[src/rtl/axi_uart_tx_pkg.sv]
// Shared 8N1 UART definitions: state encodings, frame width and the default
// baud divisor. The transmit and receive paths both import this package.
package axi_uart_tx_pkg;

   localparam int DATA_BITS            = 8;
   localparam int CLKS_PER_BIT_DEFAULT = 347;

   typedef enum logic [2:0] {
      IDLE  = 3'b000,
      START = 3'b001,
      DATA  = 3'b010,
      STOP  = 3'b011
   } uart_state_t;

endpackage

[src/rtl/axi_uart_tx_fifo.sv]
// Small flop-based byte FIFO. The head entry is presented combinationally.
module uart_tx_fifo #(
   parameter int FIFO_DEPTH = 4,
   parameter int WIDTH      = 8
) (
   input  logic                          clk,
   input  logic                          rst_n,
   input  logic                          push,
   input  logic [WIDTH-1:0]              push_data,
   input  logic                          pop,
   output logic [WIDTH-1:0]              head,
   output logic                          full,
   output logic                          empty,
   output logic [$clog2(FIFO_DEPTH):0]   count
);

   localparam int AW = $clog2(FIFO_DEPTH);
   localparam logic [AW:0] FULL_COUNT = (AW+1)'(FIFO_DEPTH);

   logic [WIDTH-1:0] mem [FIFO_DEPTH];
   logic [AW-1:0]    wr_ptr;
   logic [AW-1:0]    rd_ptr;
   logic             do_push;
   logic             do_pop;

   assign full    = (count == FULL_COUNT);
   assign empty   = (count == '0);
   assign do_push = push && !full;
   assign do_pop  = pop && !empty;
   assign head    = mem[rd_ptr];

   // Depth is a power of two, so pointers wrap naturally.
   always_ff @(posedge clk or negedge rst_n) begin
      if (!rst_n) begin
         wr_ptr <= '0;
         rd_ptr <= '0;
         count  <= '0;
         for (int i = 0; i < FIFO_DEPTH; i++) begin
            mem[i] <= '0;
         end
      end else begin
         if (do_push) begin
            mem[wr_ptr] <= push_data;
            wr_ptr      <= wr_ptr + AW'(1);
         end
         if (do_pop) begin
            rd_ptr <= rd_ptr + AW'(1);
         end
         case ({do_push, do_pop})
            2'b10:   count <= count + (AW+1)'(1);
            2'b01:   count <= count - (AW+1)'(1);
            default: count <= count;
         endcase
      end
   end

endmodule

[src/rtl/axi_uart_tx.sv]
// 8N1 UART transmitter with a byte FIFO in front of the serializer.
// The serial line is registered so it never glitches.
module axi_uart_tx
   import axi_uart_tx_pkg::*;
#(
   parameter int CLKS_PER_BIT = CLKS_PER_BIT_DEFAULT,
   parameter int FIFO_DEPTH   = 4
) (
   input  logic                          i_Clock,
   input  logic                          i_Rst_L,
   input  logic                          i_TX_Valid,
   input  logic [7:0]                    i_TX_Byte,
   output logic                          o_TX_Ready,
   output logic                          o_TX_Serial,
   output logic                          o_TX_Active,
   output logic                          o_TX_Done,
   output logic [$clog2(FIFO_DEPTH):0]   o_FIFO_Count
);

   localparam int CW = (CLKS_PER_BIT > 1) ? $clog2(CLKS_PER_BIT) : 1;
   localparam logic [CW-1:0] CNT_LAST = CW'(CLKS_PER_BIT - 1);
   localparam logic [2:0]    BIT_LAST = 3'(DATA_BITS - 1);

   uart_state_t          state;
   uart_state_t          state_next;
   logic [CW-1:0]        clk_cnt;
   logic [CW-1:0]        clk_cnt_next;
   logic [2:0]           bit_idx;
   logic [2:0]           bit_idx_next;
   logic [DATA_BITS-1:0] shift;
   logic [DATA_BITS-1:0] shift_next;
   logic [DATA_BITS-1:0] head;
   logic                 serial_next;
   logic                 done_next;
   logic                 pop;
   logic                 full;
   logic                 empty;

   uart_tx_fifo #(
      .FIFO_DEPTH (FIFO_DEPTH),
      .WIDTH      (DATA_BITS)
   ) u_fifo (
      .clk       (i_Clock),
      .rst_n     (i_Rst_L),
      .push      (i_TX_Valid),
      .push_data (i_TX_Byte),
      .pop       (pop),
      .head      (head),
      .full      (full),
      .empty     (empty),
      .count     (o_FIFO_Count)
   );

   assign o_TX_Ready  = !full;
   assign o_TX_Active = (state == START) || (state == DATA) || (state == STOP);

   always_ff @(posedge i_Clock or negedge i_Rst_L) begin
      if (!i_Rst_L) begin
         state       <= IDLE;
         clk_cnt     <= '0;
         bit_idx     <= '0;
         shift       <= '0;
         o_TX_Serial <= 1'b1;
         o_TX_Done   <= 1'b0;
      end else begin
         state       <= state_next;
         clk_cnt     <= clk_cnt_next;
         bit_idx     <= bit_idx_next;
         shift       <= shift_next;
         o_TX_Serial <= serial_next;
         o_TX_Done   <= done_next;
      end
   end

   // serial_next is the level the line takes after this edge, so each state
   // also decides the first level of the state it hands over to.
   always_comb begin
      state_next   = state;
      clk_cnt_next = clk_cnt;
      bit_idx_next = bit_idx;
      shift_next   = shift;
      serial_next  = 1'b1;
      done_next    = 1'b0;
      pop          = 1'b0;
      case (state)
         IDLE: begin
            if (!empty) begin
               pop          = 1'b1;
               shift_next   = head;
               clk_cnt_next = '0;
               state_next   = START;
               serial_next  = 1'b0;
            end
         end
         START: begin
            serial_next = 1'b0;
            if (clk_cnt == CNT_LAST) begin
               clk_cnt_next = '0;
               bit_idx_next = '0;
               state_next   = DATA;
               serial_next  = shift[0];
            end else begin
               clk_cnt_next = clk_cnt + CW'(1);
            end
         end
         DATA: begin
            serial_next = shift[bit_idx];
            if (clk_cnt == CNT_LAST) begin
               clk_cnt_next = '0;
               if (bit_idx == BIT_LAST) begin
                  state_next  = STOP;
                  serial_next = 1'b1;
               end else begin
                  bit_idx_next = bit_idx + 3'd1;
                  serial_next  = shift[bit_idx + 3'd1];
               end
            end else begin
               clk_cnt_next = clk_cnt + CW'(1);
            end
         end
         STOP: begin
            serial_next = 1'b1;
            if (clk_cnt == CNT_LAST) begin
               clk_cnt_next = '0;
               done_next    = 1'b1;
               state_next   = IDLE;
            end else begin
               clk_cnt_next = clk_cnt + CW'(1);
            end
         end
         default: begin
            state_next  = IDLE;
            serial_next = 1'b1;
         end
      endcase
   end

endmodule

[config.mk]
export PLATFORM = sky130hd
export DESIGN_NAME = axi_uart_tx
export DESIGN_NICKNAME = d
export VERILOG_FILES = /design/src/rtl/axi_uart_tx_pkg.sv /design/src/rtl/axi_uart_tx_fifo.sv /design/src/rtl/axi_uart_tx.sv
export SDC_FILE = /design/constraint.sdc
export NUM_CORES = 1
export LEC_CHECK = 0
export CAP_MARGIN = 20
export CORE_UTILIZATION = 59
export CTS_CLUSTER_SIZE = 28
export DETAILED_ROUTE_END_ITERATION = 16
export HOLD_SLACK_MARGIN = 0.12
export MAX_ROUTING_LAYER = met4
export PLACE_DENSITY = 0.79
export SYNTH_ARGS = -nofsm -noshare
export SYNTH_HDL_FRONTEND = slang
export SYNTH_SLANG_ARGS = --single-unit
[constraint.sdc]
create_clock -name i_Clock -period 2.7 [get_ports i_Clock]
set_input_delay 0.405 -clock i_Clock [delete_from_list [all_inputs] [get_ports i_Clock]]
set_output_delay 0.405 -clock i_Clock [all_outputs]
set_load 0.02 [all_outputs]
==> results of run 1 <==
[registers in the layout, indices dropped and copies added (netlist names)]
register / cells
u_fifo.mem: 32
o_TX_Done: 1
u_fifo.wr_ptr: 2
u_fifo.rd_ptr: 2
clk_cnt: 9
bit_idx: 3
u_fifo.count: 3
state: 2
shift: 8
o_TX_Serial: 1
[logic make-up (layout without fill, tap and decap cells)]
group | after synthesis | after routing | share of synthesized area
mux | 47 | 47 | 0.208
xor+xnor | 8 | 8 | 0.0224
buf+inv | 22 | 53 | 0.0304
fa+ha+maj | 14 | 14 | 0.0584
compound gates | 34 | 34 | 0.0695
simple gates | 70 | 70 | 0.108
flops | 63 | 63 | 0.504
[worst paths after layout]
| path | to | slack (ps) | depth (start not counted) |
|---|---|---|---|
| setup / recovery | o_TX_Active | 460 | 4 |
| hold / removal | shift[6]$_DFFE_PN0P_ | 490 | 2 |
| setup reg to reg | u_fifo.count[2]$_DFFE_PN0P_ | 540 | 9 |
| hold reg to reg | shift[6]$_DFFE_PN0P_ | 490 | 2 |
| max in group asynchronous | u_fifo.mem[29]$_DFFE_PN0P_ | 1580 | 3 |
| min in group asynchronous | clk_cnt[0]$_DFFE_PN0P_ | 530 | 2 |
[final cells by class]
class	instances	area share
clock buffers	12	0.0434
clock inverters	4	0.00560
inverters	14	0.0147
multi-input cells	173	0.408
flip-flops and latches	63	0.441
well taps	70	0.0245
repair buffers	23	0.0630
[power by group]
part           total [mW]  internal [mW]  switching (mW)
Clock               0.728          0.377           0.351
Sequential           1.69           1.37           0.327
Combinational        1.58          0.891           0.690
[cells in the mapped netlist, types with 3 or more instances]
library cell | instances | share of area
nor2_1 | 4 | 0.0048
mux2_2 | 34 | 0.12
o21ai_0 | 16 | 0.026
mux4_2 | 11 | 0.079
and3_1 | 3 | 0.0060
nand2_1 | 40 | 0.048
clkbuf_1 | 3 | 0.0036
nor3_1 | 3 | 0.0048
inv_1 | 13 | 0.016
a211oi_1 | 3 | 0.0072
xor2_1 | 3 | 0.0084
nand2_2 | 4 | 0.0080
a21oi_1 | 5 | 0.0080
and2_1 | 3 | 0.0060
nand3_1 | 3 | 0.0048
ha_1 | 13 | 0.052
xnor2_1 | 5 | 0.014
dfrtp_1 | 62 | 0.50
[critical path, cell delays in order, from the launching register on]
cell	delay, ps
dfrtp_1	400
inv_1	80
ha_1	300
inv_1	120
clkdlybuf4s50_1	600
[timing repair]
action,4_1_cts,5_1_grt
endpoints found under the hold margin,16,0
gates resized for setup,0,0
hold buffers,1,0
[routing by layer]
layer / GRT usage / wire (um)
met1: 0.298 / 2580
met3: 0.0643 / 130
met2: 0.359 / 2540
met4: 0.103 / 80
met5: - / 0
==> run_results.csv, run 1 <==
group,metric,value,unit
sta,slew_viol_final,0,
power,peakVddDrop,0.619,mV
logic_synthesis,mappedNetlistNets,283,
routing,vias_per_cell,5.45,
clock_tree,cts_made_buffers,9,
sta,tightest_slew,613,ps
sta,hold_viol,0,
final_layout,final_cell_mix,"dfrtp_1, nand2_1, mux2_2",
global_route,first_global_vias,1979,
sta,period_share,0.830,
sta,fin_ws,459,ps
placement,place_inst,342,
sta,slew_headroom,0.591,
floorplan,dieArea,5600,sq um
placement,preCtsSetupSlack,512,ps
final_layout,stdcell_count,359,
sta,hold_ws,495,ps
sta,timing.setup.tns,0,ps
final_layout,regArea,1580,sq um
flow_run,maxCapViolations,0,
clock_tree,htree_levels,3,
sta,finalClockSkew,5.15,ps
logic_synthesis,synth_ff_type,"dfrtp_1",
worst_hold_path,min_from,"shift[6]$_DFFE_PN0P_",
floorplan,die_width,74.8,um
sta,fmax,446,MHz
placement,gp_congestion,0.797,
final_layout,area_growth,14.2,%
floorplan,coreArea,5110,sq um
placement,dp_hpwl,3760,um
clock_tree,cts_tree,"done",
routing,routed_wl,5340,um
power,p_leak,1.58,nW
routing,via_count,1957,
clock_tree,cts_setup_buffers,0,
final_layout,drive_gt1_frac,0.263,
global_route,grt_usage,0.236,
worst_setup_path,crit_type,"flop to output port",
worst_setup_path,cp-end-kind,"output port",
logic_synthesis,yosys_register_bits,63,
final_layout,final_cell_area,3580,sq um
worst_setup_path,crit_fanout,9,
sta,grt_setup_unrepaired,"false",
logic_synthesis,synth_cells,258,
power,p_per_area,1120,nW/um^2
worst_setup_path,cp-startpoint,"state[0]$_DFFE_PN0P_",
floorplan,ioPinCount,18,
routing,final_antenna_net_count,0,
logic_synthesis,ys.warnings.count,0,
logic_synthesis,async_reset_ff_frac,1.00,
worst_setup_path,required,2300,ps
floorplan,rows,26,
clock_tree,clk_path_buf_depth,2,
final_layout,final_common_cell,"dfrtp_1",
floorplan,initial_core_util,0.613,
placement,io_buffer_count,17,
outcome,status,"completed",
sta,setup_viol,0,
clock_tree,cts.sinks,63,
logic_synthesis,synth-edff-count,0,
global_route,grt_pass1_wl,9180,um
clock_tree,clk_latency,340,ps
power,p_total,4.00,mW
final_layout,fin_util,0.700,
clock_tree,clkTransAtPathRegs,70,ps
final_layout,n_fill_cell,399,
global_route,grt_max_degree,47,
routing,dr.pass1.iters,4,
global_route,grt_antenna_before_repair,0,
routing,drtIter0Drc,74,
routing,route.detailed.drc,0,
final_layout,nets,309,
worst_setup_path,r2r_start,"state[0]$_DFFE_PN0P_",
final_layout,antenna_cells,0,
logic_synthesis,syn_area,3130,sq um
floorplan,die_y,74.8,um
worst_hold_path,hold_path_class,"flop to flop",
clock_tree,cts_root_buf,"clkbuf_8",
sta,min_period,2240,ps
worst_setup_path,crit_arrival,1840,ps
routing,wl_per_cell,14.9,um
logic_synthesis,avgSynthCellArea,12.1,sq um
worst_setup_path,startpoint_type,"flop",
placement,placed_cell_area,3390,sq um
global_route,overflow,0,
logic_synthesis,ys_seq_area_frac,0.504,
final_layout,multi_input_area,1460,sq um
logic_synthesis,ys_types,41,
Note: power is estimated with default switching activity, not from simulation.
==> inputs of run 2 (changes only) <==
==> constraint.sdc (replaced) <==
create_clock -name i_Clock -period 2.3 [get_ports i_Clock]
set_input_delay 0.345 -clock i_Clock [delete_from_list [all_inputs] [get_ports i_Clock]]
set_output_delay 0.345 -clock i_Clock [all_outputs]
set_load 0.02 [all_outputs]
==> run 2 against run 1 <==
  * Core utilization up 1.6 points
  * Total power grew 27%
  * Count of clock-buffer cells in the layout shrank 3
  * Die area unchanged
  * Critical path depth increased by 5
  * Final cell count is 0.84% higher
  * Non-clock buffer count up 3
  * Global-route usage is 0.58 points higher
  * Clock power is 61% higher
  * Sequential power is 17% higher
  * Via count grew 3.4%
==> run_results.csv, run 2 (same netlist as run 1, synthesis figures left out) <==
group,metric,value,unit
final_layout,top_regs,"u_fifo.mem: 32 flops, clk_cnt: 9 flops, shift: 8 flops",
sta,grt_setup_unrepaired,"false",
worst_setup_path,timing.rr.end,"u_fifo.count[2]$_DFFE_PN0P_",
routing,wl_per_cell,15.5,um
power,p_leak,1.61,nW
global_route,overflow,0,
worst_setup_path,crit_type,"flop to flop",
sta,timing.setup.tns,0,ps
clock_tree,cts_root_buf,"clkbuf_8",
clock_tree,clk_path_buf_depth,2,
floorplan,initial_core_util,0.613,
sta,period_share,0.913,
routing,via_count,2024,
power,peakVddDrop,0.765,mV
final_layout,largest_reg_flops,32,
final_layout,antenna_cells,0,
flow_run,maxCapViolations,0,
final_layout,fin_util,0.717,
final_layout,largest-register,"u_fifo.mem",
global_route,grt_usage,0.241,
clock_tree,cts.sinks,63,
routing,final_antenna_net_count,0,
routing,vias_per_cell,5.59,
placement,preCtsSetupSlack,193,ps
sta,hold_viol,0,
global_route,grt_antenna_before_repair,0,
final_layout,nets,312,
sta,slew_headroom,0.581,
outcome,status,"completed",
final_layout,final_cell_area,3660,sq um
worst_hold_path,hold_depth,1,
final_layout,n_fill_cell,359,
routing,routed_wl,5600,um
worst_setup_path,crit_arrival,2320,ps
global_route,first_global_vias,2030,
routing,route.detailed.drc,0,
clock_tree,clkTransAtPathRegs,70,ps
worst_setup_path,crit_fanout,10,
floorplan,die_width,74.8,um
final_layout,final_cell_mix,"dfrtp_1, nand2_1, mux2_2",
sta,fin_ws,200,ps
worst_hold_path,holdPathEnd,"u_fifo.mem[28]$_DFFE_PN0P_",
clock_tree,cts_tree,"done",
floorplan,rows,26,
sta,slew_viol_final,0,
worst_setup_path,rrSetupSlack,200,ps
worst_setup_path,cp-end-kind,"flop",
worst_setup_path,reg2regPathDepth,9,
worst_setup_path,required,2520,ps
clock_tree,cts_made_buffers,9,
routing,dr.pass1.iters,4,
sta,setup_viol,0,
power,p_per_area,1390,nW/um^2
final_layout,area_growth,16.9,%
sta,finalClockSkew,10.2,ps
worst_hold_path,min_from,"u_fifo.mem[28]$_DFFE_PN0P_",
worst_hold_path,hold_path_class,"flop to flop",
placement,gp_congestion,0.826,
floorplan,die_y,74.8,um
final_layout,drive_gt1_frac,0.277,
routing,drtIter0Drc,97,
sta,fmax,476,MHz
sta,tightest_slew,629,ps
placement,dp_hpwl,3830,um
sta,min_period,2100,ps
worst_setup_path,startpoint_type,"flop",
placement,placed_cell_area,3400,sq um
global_route,grt_max_degree,28,
final_layout,final_common_cell,"dfrtp_1",
clock_tree,clk_latency,340,ps
floorplan,dieArea,5600,sq um
global_route,grt_pass1_wl,9400,um
floorplan,coreArea,5110,sq um
worst_setup_path,r2r_start,"state[0]$_DFFE_PN0P_",
placement,io_buffer_count,17,
floorplan,ioPinCount,18,
clock_tree,htree_levels,3,
## run 2: changes by cell type in the layout (fill, tap and decap cells not counted), moves of 2 or more
cell | previous run | this run
buf_4 | 4 | 8
clkinvlp_4 | 0 | 3
clkinv_2 | 4 | 1
clkbuf_8 | 11 | 9
bufinv_16 | 0 | 3
## run 2: report_power, final
part	leakage (nW)	switching, mW	internal (mW)
sequential	0.774	0.383	1.60
clock	0.112	0.448	0.721
combinational	0.725	0.865	1.06
## run 2: final cells by class
type                            instances  area (sq um)  share of cell area
Clock inverter                          7           121              0.0332
Clock buffer                            9           124              0.0338
Multi-Input combinational cell        173          1460               0.398
Sequential cell                        63          1580               0.431
Timing Repair Buffer                   26           238              0.0650
Tap cell                               70          87.6              0.0239
Inverter                               14          53.8              0.0147
## run 2: timing repair
item / 4_1_cts / 5_1_grt
setup buffers: 0 / 0
hold endpoints to repair: 25 / 0
hold buffers: 1 / 0
gates resized for setup: 0 / 1
setup endpoints to repair: 0 / 1
## run 2: how the worst max path moves through the flow
| stage | slack (ps) | end | startpoint |
|---|---|---|---|
| finish | 200 | u_fifo.count[2]$_DFFE_PN0P_ | state[0]$_DFFE_PN0P_ |
| global route | 50 | u_fifo.count[2]$_DFFE_PN0P_ | state[0]$_DFFE_PN0P_ |
| CTS | 70 | o_TX_Active | state[0]$_DFFE_PN0P_ |
| detailed placement | 190 | u_fifo.count[2]$_DFFE_PN0P_ | i_TX_Valid |
| global placement | 230 | u_fifo.count[2]$_DFFE_PN0P_ | i_TX_Valid |
| floorplan | 70 | u_fifo.count[2]$_DFFE_PN0P_ | state[0]$_DFFE_PN0P_ |
## run 2: worst max-delay path, stage by stage (launching register included)
cell and delay, ps:
dfrtp_1 410, inv_1 90, ha_1 220, nand2b_1 110, clkinv_2 140, ha_1 270
fa_1 390, xnor2_1 160, nor2_1 60, xor2_1 130
## run 2: routing by layer
layer  global-route usage  vias up  part of all wire
met1                0.300     1013              0.48
met4                0.107        0             0.018
met2                0.389       24              0.49
met3               0.0442       10             0.018
li1                     -      977                 -
met5                    -        -                 0
## run 2: per-stage QoR
step	hold WS [ps]	total power [mW]	instances
finish	505	5.08	362
global route	515	5.42	362
CTS	508	5.12	362
detailed placement	392	3.92	345
global placement	383	3.82	345
floorplan	49.4	3.35	258
==> inputs of run 3 (changes only) <==
--- a/config.mk
+++ b/config.mk
@@ -14,4 +14,5 @@
 export PLACE_DENSITY = 0.79
 export SYNTH_ARGS = -nofsm -noshare
 export SYNTH_HDL_FRONTEND = slang
+export SYNTH_HIERARCHICAL = 1
 export SYNTH_SLANG_ARGS = --single-unit
==> run 3 against run 2 <==
  * Wire length rose by 2.7%
  * Count of clock-buffer cells in the layout rose by 2
  * Clock skew fell by 6.4 ps
  * Critical endpoint is now u_fifo/count[2]$_DFFE_PN0P_
  * Sequential power rose by 2%
==> run_results.csv, run 3 <==
group,metric,value,unit
placement,gp_congestion,0.771,
clock_tree,cts_made_buffers,9,
final_layout,antenna_cells,0,
logic_synthesis,yosys_register_bits,63,
floorplan,ioPinCount,18,
final_layout,largest-register,"u_fifo/mem",
worst_setup_path,worst-path-buf-inv,2,
placement,dp_hpwl,4060,um
logic_synthesis,ys_seq_area_frac,0.489,
worst_setup_path,critical-path-top-delay-family,"adder cells",
worst_setup_path,required,2560,ps
final_layout,largest_reg_flops,32,
logic_synthesis,avgSynthCellArea,13.9,sq um
logic_synthesis,ys.warnings.count,6,
global_route,first_global_vias,2102,
sta,slew_headroom,0.576,
routing,drtIter0Drc,105,
final_layout,top_regs,"u_fifo/mem: 32 flops, clk_cnt: 9 flops, shift: 8 flops",
sta,tightest_slew,636,ps
routing,dr.pass1.iters,4,
final_layout,drive_gt1_frac,0.378,
sta,hold_viol,0,
worst_setup_path,crit_slowest_cell,"dfrtp_1",
floorplan,die_width,76.0,um
worst_setup_path,reg2regPathDepth,10,
final_layout,nets,292,
worst_setup_path,crit_top_cell,"xor2_1",
global_route,grt_antenna_before_repair,0,
routing,routed_wl,5760,um
logic_synthesis,synth-edff-count,0,
worst_setup_path,r2r_start,"state[0]$_DFFE_PN0P_",
logic_synthesis,synth_most_common_cell,"dfrtp_1",
sta,period_share,0.935,
sta,timing.setup.tns,0,ps
power,p_per_area,1400,nW/um^2
sta,fmax,465,MHz
clock_tree,clkTransAtPathRegs,70,ps
sta,fin_ws,150,ps
worst_setup_path,cp.depth,10,
worst_setup_path,timing.rr.end,"u_fifo/count[2]$_DFFE_PN0P_",
final_layout,final_common_cell,"dfrtp_1",
routing,final_antenna_net_count,0,
logic_synthesis,synth_cells,233,
routing,via_count,1922,
final_layout,area_growth,17.2,%
outcome,status,"completed",
worst_setup_path,crit_fanout,4,
logic_synthesis,yosysTopAreaCellShare,0.481,
sta,setup_viol,0,
flow_run,maxCapViolations,0,
routing,wl_per_cell,16.9,um
worst_hold_path,min_from,"u_fifo/mem[26]$_DFFE_PN0P_",
sta,min_period,2150,ps
floorplan,rows,26,
worst_setup_path,max_stage_delay,390,ps
clock_tree,cts_root_buf,"clkbuf_8",
sta,grt_setup_unrepaired,"false",
logic_synthesis,synth_ff_type,"dfrtp_1",
global_route,overflow,0,
floorplan,dieArea,5770,sq um
worst_setup_path,startpoint_type,"flop",
worst_setup_path,rrSetupSlack,150,ps
final_layout,final_cell_mix,"dfrtp_1, mux2_2, clkdlybuf4s50_1",
power,peakVddDrop,0.845,mV
sta,slew_viol_final,0,
floorplan,die_y,76.0,um
worst_setup_path,worstPathCellList,"inv_2 -> ha_4 -> nor2b_2 -> o31a_2 -> ha_1 -> inv_1 -> fa_1 -> xor2_1 -> nor2_1 -> xor2_1",
worst_setup_path,crit_type,"flop to flop",
floorplan,coreArea,5170,sq um
sta,finalClockSkew,3.80,ps
floorplan,initial_core_util,0.624,
worst_hold_path,hold_depth,1,
logic_synthesis,syn_area,3230,sq um
clock_tree,cts_tree,"done",
clock_tree,cts.sinks,63,
worst_setup_path,crit_arrival,2410,ps
worst_hold_path,hold_path_class,"flop to flop",
global_route,grt_max_degree,38,
routing,vias_per_cell,5.65,
worst_setup_path,cp-end-kind,"flop",
logic_synthesis,async_reset_ff_frac,1.00,
power,p_leak,1.64,nW
logic_synthesis,mappedNetlistNets,260,
final_layout,fin_util,0.731,
logic_synthesis,ys_types,49,
final_layout,n_fill_cell,339,
clock_tree,clk_path_buf_depth,2,
logic_synthesis,synthTopCellsByArea,"dfrtp_1, mux2_2, mux4_2, ha_1, xor2_1",
worst_hold_path,holdPathEnd,"u_fifo/mem[26]$_DFFE_PN0P_",
clock_tree,cts_setup_buffers,0,
global_route,grt_pass1_wl,10100,um
placement,preCtsSetupSlack,84.6,ps
global_route,grt_usage,0.235,
clock_tree,htree_levels,3,
logic_synthesis,yosys.area.top_type,"dfrtp_1",
placement,io_buffer_count,17,
logic_synthesis,netlist_top_cells_count,"dfrtp_1, mux2_2, ha_1",
routing,route.detailed.drc,0,
clock_tree,clk_latency,330,ps
==> run 3: worst max path at each step <==
stage / from / endpoint / slack, ps
2_1_floorplan: state[0]$_DFFE_PN0P_ / u_fifo/count[2]$_DFFE_PN0P_ / 20
3_3_place_gp: state[0]$_DFFE_PN0P_ / u_fifo/count[2]$_DFFE_PN0P_ / 150
3_5_place_dp: state[0]$_DFFE_PN0P_ / u_fifo/count[2]$_DFFE_PN0P_ / 80
4_1_cts: state[0]$_DFFE_PN0P_ / u_fifo/count[2]$_DFFE_PN0P_ / 20
5_1_grt: state[0]$_DFFE_PN0P_ / u_fifo/count[2]$_DFFE_PN0P_ / 10
6_report: state[0]$_DFFE_PN0P_ / u_fifo/count[2]$_DFFE_PN0P_ / 150
==> run 3: through the flow <==
step	hold slack (ps)	power [mW]	area [sq um]	cells
5_1_grt	531	5.61	3780	340
4_1_cts	509	5.29	3770	340
3_5_place_dp	406	4.17	3530	323
2_1_floorplan	49.4	3.54	3230	233
6_report	504	5.28	3780	340
3_3_place_gp	392	4.07	3530	323
==> run 3: power breakdown <==
part | leakage [nW] | switching, mW | internal (mW) | total [mW]
Clock | 0.112 | 0.428 | 0.667 | 1.10
Combinational | 0.760 | 0.921 | 1.25 | 2.17
Sequential | 0.768 | 0.401 | 1.62 | 2.02
Total | 1.64 | 1.75 | 3.53 | 5.28
==> run 3: layout make-up <==
class / instances / area [sq um] / area share
timing repair buffer: 27 / 255 / 0.0675
clock inverter: 5 / 80.1 / 0.0212
clock buffer: 11 / 151 / 0.0400
tap: 70 / 87.6 / 0.0232
multi-input combinational: 153 / 1590 / 0.420
inverter: 11 / 41.3 / 0.0109
sequential: 63 / 1580 / 0.417
==> run 3: kinds of logic (layout without fill, tap and decap cells) <==
logic type,after synthesis,in the layout,synth area share
multiplexers,60,60,0.249
adder cells (fa/ha/maj),16,16,0.0643
buffers and inverters,17,54,0.0236
AO/OA/AOI/OAI,18,18,0.0442
XOR/XNOR,12,12,0.0326
AND/OR/NAND/NOR,47,47,0.0973
flip-flops,63,63,0.489
==> run 3: metal layers <==
metal / routed length, um / share of wire / vias up / GRT usage
met5: 0 / 0 / - / -
met4: 64 / 0.011 / 0 / 0.0885
met1: 2600 / 0.45 / 989 / 0.281
met3: 138 / 0.024 / 6 / 0.0635
li1: - / - / 904 / -
met2: 2960 / 0.51 / 23 / 0.384
==> run 3: worst register-to-register path, stage by stage, from the launching register on <==
cell and delay, ps:
dfrtp_1 390, inv_2 110, ha_4 180, nor2b_2 160, o31a_2 190, ha_1 190
inv_1 70, fa_1 380, xor2_1 150, nor2_1 110, xor2_1 150
==> run 3: repair_timing <==
item	4_1_cts	5_1_grt
hold buffers	1	0
hold endpoints to repair	26	0
endpoints found under the setup margin	0	1
resized for setup	0	4
